File: config.mk
export PLATFORM = sky130hd
export DESIGN_NAME = axis_packet_fifo_writer
export DESIGN_NICKNAME = d
export VERILOG_FILES = /design/src/rtl/axis_packet_fifo_writer_pkg.sv /design/src/rtl/axis_packet_fifo_writer_sat_counter.sv /design/src/rtl/axis_packet_fifo_writer.sv
export SDC_FILE = /design/constraint.sdc
export NUM_CORES = 1
export LEC_CHECK = 0
export ABC_CLOCK_PERIOD_IN_PS = 2850
export CORE_AREA = 2 2 268 270
export CTS_CLUSTER_DIAMETER = 50
export CTS_CLUSTER_SIZE = 10
export DETAILED_ROUTE_END_ITERATION = 8
export DIE_AREA = 0 0 270 272
export SYNTH_ARGS = -nofsm -noshare
export SYNTH_HDL_FRONTEND = slang
export SYNTH_SLANG_ARGS = --single-unit
File: constraint.sdc
create_clock -name axi_aclk -period 2.85 [get_ports axi_aclk]
set_input_delay 0.7125 -clock axi_aclk [delete_from_list [all_inputs] [get_ports axi_aclk]]
set_output_delay 0.7125 -clock axi_aclk [all_outputs]
set_load 0.1 [all_outputs]
File: src/rtl/axis_packet_fifo_writer_pkg.sv
// upb_axis_pkg: shared types and constants for the packet FIFO writer.
// Holds the writer FSM state type, counter saturation limit and MAX_BEATS range.
package upb_axis_pkg;

  typedef enum logic [1:0] {
    IDLE,
    PASS,
    DISCARD
  } wr_state_t;

  // All-ones pattern; counters of up to 64 bits slice their limit from it.
  localparam logic [63:0] SAT_ONES = '1;

  localparam int unsigned MAX_BEATS_MIN = 2;
  localparam int unsigned MAX_BEATS_MAX = 65535;

endpackage

File: src/rtl/axis_packet_fifo_writer_sat_counter.sv
// sat_counter: up-counter that sticks at all-ones instead of wrapping.
// Ports: clk, rst_n (sync, active-low), inc (count enable), count (value).
module sat_counter
  import upb_axis_pkg::*;
#(
  parameter int W = 32
) (
  input  logic         clk,
  input  logic         rst_n,
  input  logic         inc,
  output logic [W-1:0] count
);

  localparam logic [W-1:0] LIMIT = SAT_ONES[W-1:0];

  always_ff @(posedge clk) begin
    if (!rst_n) begin
      count <= '0;
    end else if (inc && (count != LIMIT)) begin
      count <= count + 1'b1;
    end
  end

endmodule

File: src/rtl/axis_packet_fifo_writer.sv
// axis_packet_fifo_writer: AXI4-Stream ingress feeding a packet FIFO write port.
// Drops, truncates (dirty) or back-pressures packets to protect the FIFO.
// Ports: axi_aclk/axi_resetn (sync active-low); s_axis_* AXI4-Stream slave;
//   wr/wr_data/wr_metadata/wr_last/wr_dirty registered FIFO write port;
//   wr_full/wr_almost_full FIFO status; pkt/drop/trunc_count saturating
//   statistics; overflow_error sticky flag for a write into a full FIFO.
module axis_packet_fifo_writer
  import upb_axis_pkg::*;
#(
  parameter int DATA_WIDTH     = 256,
  parameter int METADATA_WIDTH = 32,
  parameter int DROP_MODE      = 1,
  parameter int MAX_BEATS      = 64,
  parameter int CNT_WIDTH      = 32
) (
  input  logic                      axi_aclk,
  input  logic                      axi_resetn,
  input  logic [DATA_WIDTH-1:0]     s_axis_tdata,
  input  logic [METADATA_WIDTH-1:0] s_axis_tuser,
  input  logic                      s_axis_tvalid,
  input  logic                      s_axis_tlast,
  output logic                      s_axis_tready,
  output logic                      wr,
  output logic [DATA_WIDTH-1:0]     wr_data,
  output logic [METADATA_WIDTH-1:0] wr_metadata,
  output logic                      wr_last,
  output logic                      wr_dirty,
  input  logic                      wr_full,
  input  logic                      wr_almost_full,
  output logic [CNT_WIDTH-1:0]      pkt_count,
  output logic [CNT_WIDTH-1:0]      drop_count,
  output logic [CNT_WIDTH-1:0]      trunc_count,
  output logic                      overflow_error
);

  if ((MAX_BEATS < MAX_BEATS_MIN) || (MAX_BEATS > MAX_BEATS_MAX)) begin : g_bad
    $error("MAX_BEATS out of range");
  end

  localparam logic [15:0] LEN_LIMIT = 16'(MAX_BEATS - 1);
  localparam logic        DROP      = (DROP_MODE != 0);

  wr_state_t   state, state_d;
  logic [15:0] beat_cnt, beat_cnt_d;
  logic        accept, congest;
  logic        wr_d, last_d, dirty_d;
  logic        pkt_inc, drop_inc, trunc_inc;

  assign s_axis_tready = axi_resetn & (DROP | ~wr_almost_full);
  assign accept        = s_axis_tvalid & s_axis_tready;
  assign congest       = DROP & wr_almost_full;

  always_comb begin
    state_d    = state;
    beat_cnt_d = beat_cnt;
    wr_d       = 1'b0;
    last_d     = 1'b0;
    dirty_d    = 1'b0;
    pkt_inc    = 1'b0;
    drop_inc   = 1'b0;
    trunc_inc  = 1'b0;
    unique case (state)
      IDLE: begin
        beat_cnt_d = '0;
        if (accept) begin
          if (congest) begin
            drop_inc = 1'b1;
            if (!s_axis_tlast) state_d = DISCARD;
          end else begin
            wr_d       = 1'b1;
            last_d     = s_axis_tlast;
            beat_cnt_d = 16'd1;
            if (s_axis_tlast) pkt_inc = 1'b1;
            else              state_d = PASS;
          end
        end
      end
      PASS: begin
        if (accept) begin
          wr_d       = 1'b1;
          beat_cnt_d = beat_cnt + 16'd1;
          if (s_axis_tlast) begin
            // A clean tail is always written, even under almost_full.
            last_d  = 1'b1;
            pkt_inc = 1'b1;
            state_d = IDLE;
          end else if (congest || (beat_cnt == LEN_LIMIT)) begin
            // Close the packet early and mark it for discard by the reader.
            last_d    = 1'b1;
            dirty_d   = 1'b1;
            trunc_inc = 1'b1;
            state_d   = DISCARD;
          end
        end
      end
      DISCARD: begin
        if (accept && s_axis_tlast) state_d = IDLE;
      end
      default: state_d = IDLE;
    endcase
  end

  always_ff @(posedge axi_aclk) begin
    if (!axi_resetn) begin
      state          <= IDLE;
      beat_cnt       <= '0;
      wr             <= 1'b0;
      wr_last        <= 1'b0;
      wr_dirty       <= 1'b0;
      wr_data        <= '0;
      wr_metadata    <= '0;
      overflow_error <= 1'b0;
    end else begin
      state    <= state_d;
      beat_cnt <= beat_cnt_d;
      wr       <= wr_d;
      wr_last  <= last_d;
      wr_dirty <= dirty_d;
      if (wr_d) wr_data <= s_axis_tdata;
      // Metadata is latched at packet start and held for every later beat.
      if (wr_d && (state == IDLE)) wr_metadata <= s_axis_tuser;
      if (wr && wr_full) overflow_error <= 1'b1;
    end
  end

  sat_counter #(.W(CNT_WIDTH)) u_pkt_cnt (
    .clk   (axi_aclk),
    .rst_n (axi_resetn),
    .inc   (pkt_inc),
    .count (pkt_count)
  );

  sat_counter #(.W(CNT_WIDTH)) u_drop_cnt (
    .clk   (axi_aclk),
    .rst_n (axi_resetn),
    .inc   (drop_inc),
    .count (drop_count)
  );

  sat_counter #(.W(CNT_WIDTH)) u_trunc_cnt (
    .clk   (axi_aclk),
    .rst_n (axi_resetn),
    .inc   (trunc_inc),
    .count (trunc_count)
  );

endmodule

==> results.sh <==
export IMPL_initial_core_util=0.217
export IMPL_hold_buffers=0
export IMPL_async_flop_share=0
export IMPL_finalCritPeriodShare=0.869
export IMPL_drv_cap=0
export IMPL_ant_nets=0
export IMPL_peakVddDrop_mv=0.474
export IMPL_cts_setup_buffers=0
export IMPL_num_rows=98
export IMPL_reg2reg_setup_slack_ns=0.37
export IMPL_clock_latency_ns=0.61
export IMPL_final_util=0.346
export IMPL_fin_tns_setup_ns=0
export IMPL_ys_seq_area_frac=0.529
export IMPL_setup_viol=0
export IMPL_synth_top_cell_area_share=0.529
export IMPL_drtPass1Iterations=5
export IMPL_worstPathMaxFanout=18
export IMPL_path_cells="ha_1, nor3b_1, a41oi_1, nor3_4, buf_12, nand3_2, or4_1, a21oi_1"
export IMPL_yosys_top_cells_area="dfxtp_1 53%, nand2_1 16%, a21oi_1 10%"
export IMPL_worstSetupEndpoint="u_trunc_cnt.count[31]$_SDFFE_PN0P_"
export IMPL_finalClockSkew_ns=0.0147
export IMPL_clock_fmax_mhz=404
export IMPL_hold_viol=0
export IMPL_synth_main_ff_cell="dfxtp_1"
export IMPL_vias=15527
export IMPL_cellPowerDensity_nw_per_um2=626
export IMPL_place_hpwl_microns=42400
export IMPL_r2r_cells=8
export IMPL_rsz0062_at_grt="false"
export IMPL_cts_htree_levels=2
export IMPL_final_cells=3579
export IMPL_cp_depth=8
export IMPL_root_buffer="clkbuf_16"
export IMPL_cts_resized=0
export IMPL_route_detailed_drc=0
export IMPL_timing_worst_setup_path_type="reg -> reg"
export IMPL_grt_max_degree=74
export IMPL_grt_usage=0.149
export IMPL_core_area_sq_um=70800
export IMPL_cts_made_buffers=59
export IMPL_slew_headroom=0.696
export IMPL_synth_distinct_cells=54
export IMPL_dieArea_sq_um=73400
export IMPL_path_buf_inv=1
export IMPL_clk_pin_slew_ns=0.05
export IMPL_r2r_start="beat_cnt[0]$_SDFFE_PN0P_"
export IMPL_gp_congestion=0.798
export IMPL_crit_arrival_ns=3.02
export IMPL_drtIter0Drc=676
export IMPL_pin_count=683
export IMPL_routed_wl_microns=57900
export IMPL_synth_nets=2214
export IMPL_synth_area_sq_um=15400
export IMPL_die_w_microns=270
export IMPL_wire_per_inst_microns=16.2
export IMPL_grt_pass1_vias=15048
export IMPL_grt_pass1_wl_microns=88000
export IMPL_syn_inst=1916
export IMPL_placedCellCount=3481
export IMPL_syn2layout_area_growth_pct=59.5
export IMPL_diodes=0
export IMPL_numPortBuffers=682
export IMPL_vias_per_cell=4.34
export IMPL_finalNetCount=2890
export IMPL_hold_class="reg -> reg"
export IMPL_cts_num_sinks=406
export IMPL_crit_family="simple AND/OR/NAND/NOR gates"
export IMPL_end_kind="flip-flop"
export IMPL_yosysWarnings=0
export IMPL_startpoint_type="flip-flop"
export IMPL_synth_seq_cells=406
export IMPL_worst_pin_slew_ns=0.450
export IMPL_synth_area_leader_cell="dfxtp_1"
export IMPL_leakage_nw=9.47
export IMPL_cts_tree="done"
export IMPL_critPathMaxStageDelay_ns=0.42
export IMPL_slew_viol_final=0
export IMPL_die_h_microns=272
export IMPL_overflow=0
export IMPL_synth_edf_count=0
export IMPL_cp_startpoint="beat_cnt[0]$_SDFFE_PN0P_"
export IMPL_synth_area_per_cell_sq_um=8.01
export IMPL_finalCriticalPeriod_ns=2.48
export IMPL_run_status="finished clean"
export IMPL_critPathRequiredTime_ns=3.39
export IMPL_grt_antenna_before_repair=1
export IMPL_cts_buffer_depth=3
export IMPL_drive_gt1_frac=0.209
export IMPL_r2r_end="u_trunc_cnt.count[31]$_SDFFE_PN0P_"
export IMPL_cp_slowest_cell="dfxtp_1"
-- power breakdown --
part / leakage (nW) / total (mW) / internal, mW / switching (mW)
sequential: 3.29 / 5.92 / 5.83 / 0.0855
clock: 0.938 / 7.17 / 4.40 / 2.77
combinational: 5.24 / 2.25 / 0.689 / 1.56
-- cell families after synthesis --
family	synth area share
DFF	0.529
and+or+nand+nor	0.265
muxes	0.00456
adders and majority gates	0.00326
AOI/OAI and AO/OA	0.126
xor gates and xnor gates	0.0394
buffers and inverters	0.0322
-- metal layers --
metal  routed length (microns)  share of wire  track usage
met5                         7        0.00012            0
met3                      4550          0.079       0.0491
met1                     23200           0.40        0.175
met4                      2170          0.037       0.0610
met2                     27900           0.48        0.251
-- metrics by stage --
step | hold WS [ns] | setup slack (ns) | power [mW] | instance area [sq um]
6_report | 0.451 | 0.374 | 15.3 | 24500
5_1_grt | 0.467 | 0.154 | 15.9 | 24500
4_1_cts | 0.454 | 0.377 | 15.6 | 24500
3_5_place_dp | 0.447 | 0.0547 | 8.29 | 22600
3_3_place_gp | 0.442 | 0.0596 | 8.29 | 22600
2_1_floorplan | 0.480 | 0.0156 | 7.43 | 15400
-- layout by cell type, fill, tap and decap left out, drive strengths merged, types with 4 or more instances in the layout --
master	instances
dfxtp	406
xnor2	24
nand2b	8
nor4b	4
and3	18
clkinv	7
and2	11
a31oi	4
nand2	635
o31ai	6
mux2i	7
clkdlybuf4s50	292
buf	441
nand4b	4
nor2	89
o211ai	6
and4	15
o21ai	26
bufinv	4
a21oi	314
xor2	45
or3	15
or4	4
nor4	11
nand3	43
nor3	19
inv	21
nand4	38
clkbuf	76
nor2b	5
ha	4
-- worst min-delay path by stage --
stage,endpoint,cells past startpoint,from,slack (ns)
final,wr_data[249]$_SDFFE_PN0N_,2,wr_data[249]$_SDFFE_PN0N_,0.45
after global routing,wr_data[122]$_SDFFE_PN0N_,2,wr_data[122]$_SDFFE_PN0N_,0.47
after CTS,wr_data[153]$_SDFFE_PN0N_,2,wr_data[153]$_SDFFE_PN0N_,0.45
after detailed placement,wr_data[211]$_SDFFE_PN0N_,2,wr_data[211]$_SDFFE_PN0N_,0.45
after global placement,wr_data[219]$_SDFFE_PN0N_,2,wr_data[219]$_SDFFE_PN0N_,0.44
after floorplan,beat_cnt[2]$_SDFFE_PN0P_,2,beat_cnt[2]$_SDFFE_PN0P_,0.48
-- flip-flops by register name, indices dropped and copies added (netlist names) --
register	flops
wr_data	256
u_drop_cnt.count	32
u_pkt_cnt.count	32
u_trunc_cnt.count	32
wr_metadata	32
beat_cnt	16
state	2
overflow_error	1
wr	1
wr_dirty	1
wr_last	1
-- synth_stat cells (17+ instances only) --
library cell / count
nand2_1: 635
dfxtp_1: 406
a21oi_1: 314
clkbuf_1: 108
nor2_1: 89
xor2_1: 45
nand3_1: 42
nand4_1: 37
o21ai_0: 26
xnor2_1: 24
and3_1: 18
nor3_1: 17
-- area by class of cell --
| class | count | area (sq um) |
|---|---|---|
| well taps | 950 | 1190 |
| fillers | 7475 | 46300 |
| clock buffers | 76 | 1630 |
| repair buffers | 733 | 6430 |
| flip-flops and latches | 406 | 8140 |
| multi-input cells | 1380 | 6740 |
| clock inverters | 22 | 294 |
| inverters | 12 | 60.1 |
-- worst reg2reg max path: cells and delay by family, from the launching register on --
family,cells,cell delay (ns)
and+or+nand+nor,4,1.10
DFF,1,0.42
adders and majority gates,1,0.30
AOI/OAI and AO/OA,2,0.41
buffers and inverters,1,0.18
Power figures use the tool's default switching activity.
==> patch (config.mk and constraints unchanged) <==
The parameter `DROP_MODE` goes from 1 to 0.
--- a/src/rtl/axis_packet_fifo_writer.sv
+++ b/src/rtl/axis_packet_fifo_writer.sv
@@ -11,3 +11,3 @@
   parameter int METADATA_WIDTH = 32,
-  parameter int DROP_MODE      = 1,
+  parameter int DROP_MODE      = 0,
   parameter int MAX_BEATS      = 64,
Function: not settled (the Yosys comparison gave no result); the edit may change what the design does.
==> patch against the unedited design <==
- count of clock-buffer cells in the layout shrank 6
- first-iteration DRC count shrank 13%
- setup slack lost 160 ps
- register-to-register slack lost 50 ps
- via count shrank 7.5%
- sequential cell count shrank 32
- wire length shrank 6.4%
- maximum frequency shrank 6.1%
- non-clock buffer count shrank 34
- final area shrank 6.9%
- highest routed layer unchanged
- die area is the same
- sequential share of layout area shrank 0.36 points
- synthesized area shrank 7.3%
- power shrank 5.5%
==> patch: results (changes against the unedited design) <==
status=finished, final reports clean; clock-pin slew reported for the worst setup and hold paths after clock tree synthesis=50 ps (about the same); maximum vdd drop=0.000421 V (-11%); global routing usage summed across all routing layers=0.140 (-0.00936); length of routed met2 wiring=26100 µm (-6.4%); buffer cell driving the clock tree root=clkbuf_16; Post-Route Skew=15.1 ps (+0.370 ps); number of unique standard cell types used by synthesis=44 (-19%); number of global-route vias before repair=13500 (-10%); maximum level of the CTS H-tree=2 (unchanged); mux share of post-synthesis cell area=0.00844 (+0.00388); most instantiated cells after synthesis=nand2_1, dfxtp_1, a21oi_1, clkbuf_1, nor2_1; share of synthesized area occupied by flip-flops and latches=0.526 (-0.00322); switching power=4260 µW (-3.4%); vias after detailed routing=14400 (-7.5%); total met3 wirelength after detailed routing=4260 µm (-6.5%); first-pass GRT wire length=81500 µm (-7.4%); xor-xnor portion of the synthesized cell area=0.0166 (-0.0227); filler cell count in the final layout=7568 (+1.2%); CP arrival=1920 ps (-1100 ps); placed wire-length estimate=39500 µm (-7.0%); global placement routability congestion=0.791 (-0.88%); Compound-Gate Fraction of Synth Area=0.145 (+0.0183); highest fanout seen on the critical path=3 (-15); Cells after Synth=1794 (-6.4%); count of routing violations after the opening detailed-route iteration=585 (-13%); post-route non-filler standard cell count=3412 (-4.7%); M1 WL=22000 µm (-5.4%); Net count, final=2721 (-5.8%); average routed wire per standard cell=15.9 µm (-1.8%); leakage=0.00869 µW (-8.2%); number of buffers added on ports=650 (-4.7%); Clock Tree Buf Depth=3 (unchanged); adder-cell share of the synthesized area=0.00264 (-0.000622); Tightest Pin Transition=588 ps (+138 ps); uppermost layer routed=met5; fraction of registers with async set/reset=0 (unchanged); number of placed instances, taps included=3317 (-4.7%); number of antenna violations at the first check in global routing=4 (+3); Inserted Clock Buffers=55 (-6.8%); post-CTS setup buffers=0 (unchanged); pin count of the biggest net entering global routing=109 (+47%); proportion of layout cells with a drive suffix above 1=0.208 (-0.000838); ranking of synthesized cells by area=dfxtp_1, nand2_1, a21oi_1, clkbuf_1, buf_4
## patch: changes by cell type after synthesis, moves of 10 or more
| cell | before | now |
|---|---|---|
| nor2_1 | 89 | 38 |
| xor2_1 | 45 | 9 |
| buf_4 | 1 | 33 |
| dfxtp_1 | 406 | 374 |
| nand2_1 | 635 | 613 |
| a21oi_1 | 314 | 329 |
| or4_1 | 3 | 18 |
| nand3_1 | 42 | 28 |
| and2_1 | 11 | 0 |
| and3_1 | 18 | 8 |
| clkbuf_1 | 108 | 118 |
## patch: critical path: stages
cell,delay [ps]
clkdlybuf4s50_1,570
buf_4,190
inv_8,30
nor2_2,200
buf_12,210
## patch: final timing paths
path / cells past startpoint / slack (ps) / start / to
hold reg to reg: 2 / 450 / wr_data[197] / wr_data[197]
setup reg to reg: 7 / 320 / beat_cnt[0] / u_trunc_cnt.count[25]
setup / recovery: 5 / 210 / axi_resetn / s_axis_tready
hold / removal: 2 / 450 / wr_data[197] / wr_data[197]
## patch: layer usage
layer | vias up | track usage
met1 | 6598 | 0.165
met4 | 6 | 0.0528
li1 | 7202 | -
met2 | 469 | 0.236
met5 | - | 0
met3 | 94 | 0.0450
## patch: power groups by stage
stage	Clock [µW]	Combinational [µW]	Sequential [µW]
after detailed placement	0	2290	5550
after global placement	0	2290	5550
final	6780	2270	5440
after global routing	7210	2370	5460
after CTS	6980	2290	5440
after floorplan	0	540	6530
## patch: area by class of cell
class,count,area share
inverter,13,0.00280
sequential,374,0.329
multi-input combinational,1281,0.268
clock inverter,25,0.0129
clock buffer,70,0.0668
tap,950,0.0521
timing repair buffer,699,0.268
## patch: per-stage QoR
step	TNS (ps)	utilization	worst slack (ps)	instance area (µm²)
after CTS	0	0.322	189	22800
after global routing	0	0.322	127	22800
after floorplan	-22.8	-	-22.8	14400
final	0	0.322	214	22800
after global placement	0	0.297	44.5	21000
after detailed placement	0	0.297	23.9	21000
## patch: kinds of logic after synthesis
| group | after synthesis |
|---|---|
| and+or+nand+nor | 816 |
| AOI/OAI and AO/OA | 391 |
| DFF | 374 |
| buffers and inverters | 170 |
| xor gates and xnor gates | 27 |
| muxes | 12 |
| adders and majority gates | 3 |
| other | 1 |
